==> src/rtl/rv32_button_reg_if.sv <==
// PicoRV32 native-bus signal bundle for the button register block.
// The CPU side uses master; the peripheral uses slave.
interface rv32_button_reg_if;
  logic        rv32_valid;
  logic        rv32_ready;
  logic [31:0] rv32_addr;
  logic [31:0] rv32_wdata;
  logic [3:0]  rv32_wstrb;
  logic [31:0] rv32_rdata;

  modport master (
    output rv32_valid, rv32_addr, rv32_wdata, rv32_wstrb,
    input  rv32_ready, rv32_rdata
  );

  modport slave (
    input  rv32_valid, rv32_addr, rv32_wdata, rv32_wstrb,
    output rv32_ready, rv32_rdata
  );
endinterface

==> src/rtl/rv32_button_reg.sv <==
// Debounced button/switch input peripheral on the PicoRV32 native bus.
//   addr[2] = 0 : LEVEL  (read-only, debounced levels)
//   addr[2] = 1 : EVENTS (sticky rising-edge flags, write 1 to clear)

// One input: 2-flop synchronizer, debounce counter, sticky rise flag.
module rv32_button_lane #(
  parameter int DEBOUNCE_CYCLES = 65536
) (
  input  logic clk,
  input  logic rst,
  input  logic pin,
  input  logic clr,
  output logic level,
  output logic flag
);
  localparam int CW = $clog2(DEBOUNCE_CYCLES + 1);
  localparam logic [CW-1:0] CNT_LAST = CW'(DEBOUNCE_CYCLES - 1);

  logic [1:0]    sync_q, sync_d;
  logic          level_q, level_d;
  logic [CW-1:0] cnt_q, cnt_d;
  logic          flag_q, flag_d;
  logic          s;

  assign s = sync_q[1];

  // Next-state: a new level must persist DEBOUNCE_CYCLES samples; any
  // reversion zeroes the count. A rise sets the flag and wins over clear.
  always_comb begin
    sync_d  = {sync_q[0], pin};
    level_d = level_q;
    cnt_d   = cnt_q;
    if (s == level_q) begin
      cnt_d = '0;
    end else if (cnt_q == CNT_LAST) begin
      level_d = s;
      cnt_d   = '0;
    end else begin
      cnt_d = cnt_q + CW'(1);
    end
    flag_d = (flag_q & ~clr) | (level_d & ~level_q);
  end

  // State registers.
  always_ff @(posedge clk or posedge rst) begin
    if (rst) begin
      sync_q  <= '0;
      level_q <= 1'b0;
      cnt_q   <= '0;
      flag_q  <= 1'b0;
    end else begin
      sync_q  <= sync_d;
      level_q <= level_d;
      cnt_q   <= cnt_d;
      flag_q  <= flag_d;
    end
  end

  assign level = level_q;
  assign flag  = flag_q;
endmodule

module rv32_button_reg #(
  parameter int INPUTS          = 8,
  parameter int DEBOUNCE_CYCLES = 65536
) (
  input  logic                  clk,
  input  logic                  rst,
  rv32_button_reg_if.slave      bus,
  input  logic [INPUTS-1:0]     buttons_in,
  output logic [INPUTS-1:0]     buttons_level
);
  logic [INPUTS-1:0] levels;
  logic [INPUTS-1:0] flags;
  logic [INPUTS-1:0] clr;
  logic              ready_q, ready_d;
  logic [31:0]       rdata_q, rdata_d;
  logic              take;
  logic              is_write;
  logic              wr_events;
  logic              unused_bus_bits;

  // Only addr[2] and the low INPUTS data bits matter.
  assign unused_bus_bits = ^{bus.rv32_addr, bus.rv32_wdata};

  // A request is taken only when ready is low, so a held valid produces
  // one transaction per two cycles and never a double-count.
  assign take      = bus.rv32_valid & ~ready_q;
  assign is_write  = |bus.rv32_wstrb;
  assign wr_events = take & is_write & bus.rv32_addr[2];

  // W1C mask: a data bit clears only if its byte lane is strobed.
  for (genvar i = 0; i < INPUTS; i++) begin : g_clr
    assign clr[i] = wr_events & bus.rv32_wdata[i] & bus.rv32_wstrb[i/8];
  end

  rv32_button_lane #(
    .DEBOUNCE_CYCLES(DEBOUNCE_CYCLES)
  ) u_lane [INPUTS-1:0] (
    .clk   (clk),
    .rst   (rst),
    .pin   (buttons_in),
    .clr   (clr),
    .level (levels),
    .flag  (flags)
  );

  // Bus response: reads sample pre-edge state; writes leave rdata alone.
  always_comb begin
    ready_d = take;
    rdata_d = rdata_q;
    if (take && !is_write)
      rdata_d = bus.rv32_addr[2] ? 32'(flags) : 32'(levels);
  end

  // Bus response registers.
  always_ff @(posedge clk or posedge rst) begin
    if (rst) begin
      ready_q <= 1'b0;
      rdata_q <= '0;
    end else begin
      ready_q <= ready_d;
      rdata_q <= rdata_d;
    end
  end

  assign bus.rv32_ready = ready_q;
  assign bus.rv32_rdata = rdata_q;
  assign buttons_level  = levels;
endmodule

==> src/flat_wrapper.sv <==
// flat-port wrapper written by rule: the top's interface ports become plain ports
module rv32_button_reg_flat 
#(
  parameter int INPUTS          = 8,
  parameter int DEBOUNCE_CYCLES = 65536
)
  (clk, rst, buttons_in, buttons_level, bus_rv32_valid, bus_rv32_addr, bus_rv32_wdata, bus_rv32_wstrb, bus_rv32_ready, bus_rv32_rdata);
  rv32_button_reg_if bus_i ();
  input  logic clk;
  input  logic rst;
  input  logic [INPUTS-1:0] buttons_in;
  output logic [INPUTS-1:0] buttons_level;
  input wire logic [$bits(bus_i.rv32_valid)-1:0] bus_rv32_valid;
  input wire logic [$bits(bus_i.rv32_addr)-1:0] bus_rv32_addr;
  input wire logic [$bits(bus_i.rv32_wdata)-1:0] bus_rv32_wdata;
  input wire logic [$bits(bus_i.rv32_wstrb)-1:0] bus_rv32_wstrb;
  output wire logic [$bits(bus_i.rv32_ready)-1:0] bus_rv32_ready;
  output wire logic [$bits(bus_i.rv32_rdata)-1:0] bus_rv32_rdata;
  assign bus_i.rv32_valid = bus_rv32_valid;
  assign bus_i.rv32_addr = bus_rv32_addr;
  assign bus_i.rv32_wdata = bus_rv32_wdata;
  assign bus_i.rv32_wstrb = bus_rv32_wstrb;
  assign bus_rv32_ready = bus_i.rv32_ready;
  assign bus_rv32_rdata = bus_i.rv32_rdata;
  rv32_button_reg #(.INPUTS(INPUTS), .DEBOUNCE_CYCLES(DEBOUNCE_CYCLES)) u_core (.clk(clk), .rst(rst), .bus(bus_i), .buttons_in(buttons_in), .buttons_level(buttons_level));
endmodule
==> config.mk <==
export PLATFORM = sky130hd
export DESIGN_NAME = rv32_button_reg_flat
export DESIGN_NICKNAME = d
export VERILOG_FILES = /design/src/rtl/rv32_button_reg_if.sv /design/src/rtl/rv32_button_reg.sv /design/src/flat_wrapper.sv
export SDC_FILE = /design/constraint.sdc
export NUM_CORES = 1
export LEC_CHECK = 0
export ABC_AREA = 1
export CAP_MARGIN = 20
export CORE_ASPECT_RATIO = 0.9
export CORE_UTILIZATION = 40
export DETAILED_ROUTE_END_ITERATION = 10
export PLACE_DENSITY_LB_ADDON = 0.12
export SLEW_MARGIN = 10
export SYNTH_ARGS = -nofsm -noshare
export SYNTH_HDL_FRONTEND = slang
export SYNTH_SLANG_ARGS = --single-unit
==> constraint.sdc <==
create_clock -name clk -period 10.5 [get_ports clk]
set_input_delay 1.575 -clock clk [delete_from_list [all_inputs] [get_ports clk]]
set_output_delay 1.575 -clock clk [all_outputs]
set_load 0.005 [all_outputs]
==> flow_summary.ini, run 1 <==
[hold_path]
hp-class = register to register
hold_path_depth = 0

[synth]
synth-edff-count = 0
synth_area_leaders = dfrtp_1 49%, nor2_1 10%, nand2_1 8.3%
async_reset_ff_share_pct = 100
yosysWarnings = 0
ys_top_cells_by_count = 239 x nor2_1, 199 x nand2_1, 177 x dfrtp_1
synth.most_common_cell = nor2_1
avgSynthCellArea_um2 = 8.29
synth-seq-cells = 177
synth_top_area_share_pct = 49.2
ys.flop_type = dfrtp_1
syn_inst = 1087
ys_types = 30
syn_area_um2 = 9010
yosysSeqAreaShare_pct = 49.2
synth_top_cell_by_area = dfrtp_1

[grt]
grt_pass1_wl_um = 31100
antenna_found_initial = 0
grt_max_degree = 113
grt_usage_pct = 16.7
grt_pass1_vias = 6563
gr-total-overflow = 0

[flow_run]
cap_violations = 0

[cts]
worstSkewPairLatency_ns = 0.43
clk_pin_slew_ns = 0.06
root_buffer = clkbuf_16
htree_levels = 4
clock_tree.buffer_depth = 2
cts.sinks = 177
cts-hold-fix-buffers = 0
cts_resized = 0
cts_tree = yes
numCtsBuffers = 17
cts_setup_buffers = 0

[setup_path]
reg2reg_depth = 4
critical_path_class = input port to asynchronous set/reset pin
worstReg2RegEnd = u_core.u_lane[1].flag$_DFF_PP0_
cp-startpoint = rst
setup.worst_path.end_class = asynchronous set/reset pin
cp.required_ns = 10.95
crit_path_end = u_core.u_lane[3].cnt_q[0]$_DFF_PP0_
critPathArrivalTime_ns = 3.48
start_kind = input port
r2r_slack_ns = 8.89
r2r-start = u_core.bus.rv32_ready$_DFF_PP0_
worstPathMaxFanout = 112

[final_layout]
stdcell_area_um2 = 10200
antennaDiodeCount = 0
fin_cells = 1438
fin_nets = 1221
drive_gt1_share_pct = 9.50
syn2layout_area_growth_pct = 13.2
fill_cells = 2189

[sta]
slew_violations = 0
max_freq_ghz = 0.329
relSlewSlack_pct = 45.3
setup_viol = 0
fin_tns_setup_ns = 0
min_period_ns = 3.04
worst_pin_slew_ns = 0.821
finalCritPeriodShare_pct = 28.9
skew_ns = 0.00890
hold_violations = 0
rsz0062_at_grt = no

[place]
dpl_cell_area_um2 = 9600
dp.cells = 1406
io_buffers = 40
routabilityCongestion = 0.809
post-dp-hpwl_um = 12400

[floorplanning]
die_area_um2 = 23100
start_util_pct = 41.2
fp-row-count = 51
die_h_um = 144
io_pins = 120
dieWidth_um = 160
core_um2 = 21900

[power]
ir_drop_uv = 92.9
p_per_area_nw_per_um2 = 141
power_leakage_nw = 4.60

[routing]
viasPerCell = 4.58
drtPass1Iterations = 5
drc = 0
drtIter0Drc = 316
vias = 6581
drt-wirelength-per-cell_um = 12.2
drtAntennaViolNets = 0
drt_wl_total_um = 17500

[outcome]
outcome = finished clean
layout by cell type (no fill, tap or decap), types with 5 or more instances in the layout:
cell type / count
inv_1: 102
o21ai_0: 20
dfrtp_1: 177
nor2_1: 239
clkbuf_16: 17
xnor2_1: 31
nand2_1: 199
inv_2: 13
xor2_1: 50
o21bai_1: 9
ha_1: 8
nand4_1: 28
nand3_1: 64
clkdlybuf4s50_1: 40
conb_1: 24
a21o_1: 7
nand2_2: 11
nand3_2: 14
a21oi_1: 22
nor2_2: 28
clkinvlp_4: 5
nor2_4: 5
nor3_1: 14
cell families (layout without fill, tap and decap cells):
kind of cell / count (synthesis) / after routing / share of synthesized area (%)
other: 1 / 24 / 0.0416
xor gates and xnor gates: 83 / 83 / 8.24
buffers and inverters: 153 / 190 / 7.93
DFF: 177 / 177 / 49.2
adders and majority gates: 8 / 8 / 1.11
and+or+nand+nor: 605 / 605 / 29.7
AOI/OAI and AO/OA: 60 / 60 / 3.79
final cells by class:
| type | instances | area [µm²] | area share, % |
|---|---|---|---|
| clock buffers | 20 | 457 | 4.48 |
| clock inverters | 12 | 134 | 1.31 |
| inverters | 116 | 443 | 4.35 |
| multi-input cells | 780 | 3950 | 38.8 |
| flip-flops and latches | 177 | 4430 | 43.5 |
| well taps | 291 | 364 | 3.57 |
| repair buffers | 42 | 415 | 4.08 |
report_power, final:
part           internal, mW  switching, mW  total [mW]  leakage, nW
combinational        0.0392         0.0486      0.0878         1.93
sequential            0.705         0.0169       0.722         2.39
clock                 0.364          0.266       0.630        0.275
worst max-delay path, stage by stage:
cell	delay, ns
clkdlybuf4s50_1	0.49
inv_8	0.58
buf_4	0.78
registers in the layout, summed over array words and instances (netlist names):
signal,cells
u_core.u_lane.cnt_q,136
u_core.u_lane.sync_q,16
u_core.bus.rv32_rdata,8
u_core.u_lane.flag,8
u_core.u_lane.level,8
u_core.bus.rv32_ready,1
worst min-delay path by stage:
stage | from | slack [ns] | to
finish | u_core.u_lane[2].sync_q[0]$_DFF_PP0_ | 0.35 | u_core.u_lane[2].sync_q[1]$_DFF_PP0_
global route | u_core.u_lane[2].sync_q[0]$_DFF_PP0_ | 0.36 | u_core.u_lane[2].sync_q[1]$_DFF_PP0_
CTS | u_core.u_lane[2].sync_q[0]$_DFF_PP0_ | 0.35 | u_core.u_lane[2].sync_q[1]$_DFF_PP0_
detailed placement | u_core.u_lane[2].sync_q[0]$_DFF_PP0_ | 0.34 | u_core.u_lane[2].sync_q[1]$_DFF_PP0_
global placement | u_core.u_lane[5].sync_q[0]$_DFF_PP0_ | 0.33 | u_core.u_lane[5].sync_q[1]$_DFF_PP0_
floorplan | u_core.u_lane[0].sync_q[0]$_DFF_PP0_ | 0.33 | u_core.u_lane[0].sync_q[1]$_DFF_PP0_
routing by layer:
layer / part of all wire (%) / global-route usage [%] / wire length [µm]
met1: 53 / 23.5 / 9250
met2: 44 / 26.4 / 7680
met3: 2.7 / 3.50 / 478
met4: 0.57 / 4.16 / 100
met5: 0 / 0 / 0
per-stage QoR:
stage / utilization [%] / total power, mW / hold WS (ns) / setup WS, ns
after global routing: 46.6 / 1.51 / 0.359 / 7.11
after detailed placement: 43.9 / 0.826 / 0.339 / 6.87
after floorplan: - / 0.787 / 0.331 / 4.12
after global placement: 43.9 / 0.824 / 0.334 / 6.85
after CTS: 46.6 / 1.47 / 0.354 / 7.33
final: 46.6 / 1.44 / 0.351 / 7.46
No activity file was read; power rests on OpenSTA's default activity.
==> inputs of run 2 (changes only) <==
- clock period: 10.5 -> 2.6 ns (I/O delays scaled with it)
==> flow_summary.ini, run 2 (same netlist as run 1, synthesis figures left out) <==
[outcome]
outcome = finished clean

[place]
post-dp-hpwl_um = 12600
dpl_cell_area_um2 = 9710
io_buffers = 40
routabilityCongestion = 0.846

[final_layout]
fin_nets = 1231
top_register = u_core.u_lane.cnt_q
antennaDiodeCount = 0
layout_common_cells = 239 x nor2_1, 199 x nand2_1, 177 x dfrtp_1
reg.largest.list = u_core.u_lane.cnt_q: 136 flops, u_core.u_lane.sync_q: 16 flops
drive_gt1_share_pct = 9.96
largest_register_ff_count = 136
syn2layout_area_growth_pct = 14.3
stdcell_area_um2 = 10300
final_common_cell = nor2_1

[floorplanning]
die_h_um = 144
dieWidth_um = 160
io_pins = 120
core_um2 = 21900
fp-row-count = 51
start_util_pct = 41.2
die_area_um2 = 23100

[sta]
finalCritPeriodShare_pct = 70.0
worst_pin_slew_ns = 0.598
rsz0062_at_grt = no
setup_viol = 0
skew_ns = 0.00670
relSlewSlack_pct = 59.8
slew_violations = 0
max_freq_ghz = 0.550
hold_violations = 0
min_period_ns = 1.82

[setup_path]
start_kind = register
crit_family = buffers and inverters
critical_path_class = register to primary output
worstReg2RegEnd = u_core.u_lane[4].cnt_q[15]$_DFF_PP0_
r2r-start = u_core.u_lane[4].cnt_q[0]$_DFF_PP0_
critPathArrivalTime_ns = 1.43
reg2reg_depth = 6
crit_path_cell_trace = clkdlybuf4s50_1
slowest_stage = clkdlybuf4s50_1
r2r_slack_ns = 1.02
max_stage_delay_ns = 0.56
cp-startpoint = u_core.u_lane[2].level$_DFF_PP0_
setup.worst_path.end_class = primary output
cp.required_ns = 2.21
worstPathMaxFanout = 3
cp_num_buf_inv = 1

[grt]
grt_pass1_vias = 6392
gr-total-overflow = 0
grt_max_degree = 68
grt_pass1_wl_um = 30600
grt_usage_pct = 16.6
antenna_found_initial = 0

[routing]
wl_met3_um = 435
drc = 0
drt_wl_total_um = 17300
top_layer = met4
drtPass1Iterations = 4
drt-wirelength-per-cell_um = 12.0
wl_met1_um = 9220
viasPerCell = 4.54
drtIter0Drc = 296
wl_met2_um = 7540
drtAntennaViolNets = 0
vias = 6566

[cts]
cts-hold-fix-buffers = 0
cts.sinks = 177
clk_pin_slew_ns = 0.06
clock_tree.buffer_depth = 2
htree_levels = 4
numCtsBuffers = 17
cts_tree = yes
worstSkewPairLatency_ns = 0.43
root_buffer = clkbuf_16
cts_setup_buffers = 0
cts_resized = 0

[power]
ir_drop_uv = 377
power_leakage_nw = 4.66
finalPower_mw = 5.85
p_per_area_nw_per_um2 = 568

[flow_run]
cap_violations = 0

[hold_path]
hp-class = input port to asynchronous set/reset pin
run 2: cell type report:
| cell class | count | area, µm² |
|---|---|---|
| clock inverters | 9 | 135 |
| fillers | 2200 | 11600 |
| well taps | 291 | 364 |
| inverters | 116 | 439 |
| clock buffers | 21 | 450 |
| flip-flops and latches | 177 | 4430 |
| repair buffers | 52 | 528 |
| multi-input cells | 780 | 3950 |
run 2: how the worst max path moves through the flow:
stage / end / slack, ns / cells past startpoint
finish: buttons_level[2] / 0.78 / 1
global route: buttons_level[2] / 0.71 / 1
CTS: buttons_level[2] / 0.75 / 1
detailed placement: u_core.bus.rv32_rdata[6]$_DFFE_PP0P_ / 0.88 / 6
global placement: u_core.bus.rv32_rdata[2]$_DFFE_PP0P_ / 0.89 / 6
floorplan: u_core.bus.rv32_rdata[0]$_DFFE_PP0P_ / -0.06 / 1
run 2: layer usage:
layer  vias to the layer above  track usage [%]
li1                       3468                -
met1                      3019             23.6
met2                        66             25.4
met3                        13             3.41
met4                         0             5.36
met5                         -                0
run 2: worst reg2reg max path, delay by kind of cell, from the launching register on:
kind / cells / cell delay [ns]
AO/OA/AOI/OAI: 1 / 0.09
AND/OR/NAND/NOR: 4 / 0.74
adder cells (fa/ha/maj): 1 / 0.22
flip-flops: 1 / 0.41
run 2: power by group:
group          leakage, nW  internal (mW)  switching [mW]
clock                0.275           1.53            1.03
sequential            2.39           2.85          0.0712
combinational         1.99          0.173           0.198
run 2: through the flow:
step	cells	hold slack, ns	worst slack (ns)	TNS (ns)	util (%)
finish	1446	0.346	0.781	0	47.0
global route	1446	0.361	0.708	0	47.0
CTS	1446	0.346	0.750	0	47.0
detailed placement	1416	0.335	0.879	0	44.4
global placement	1416	0.334	0.891	0	44.4
floorplan	1110	0.331	-0.0566	-10.02	-
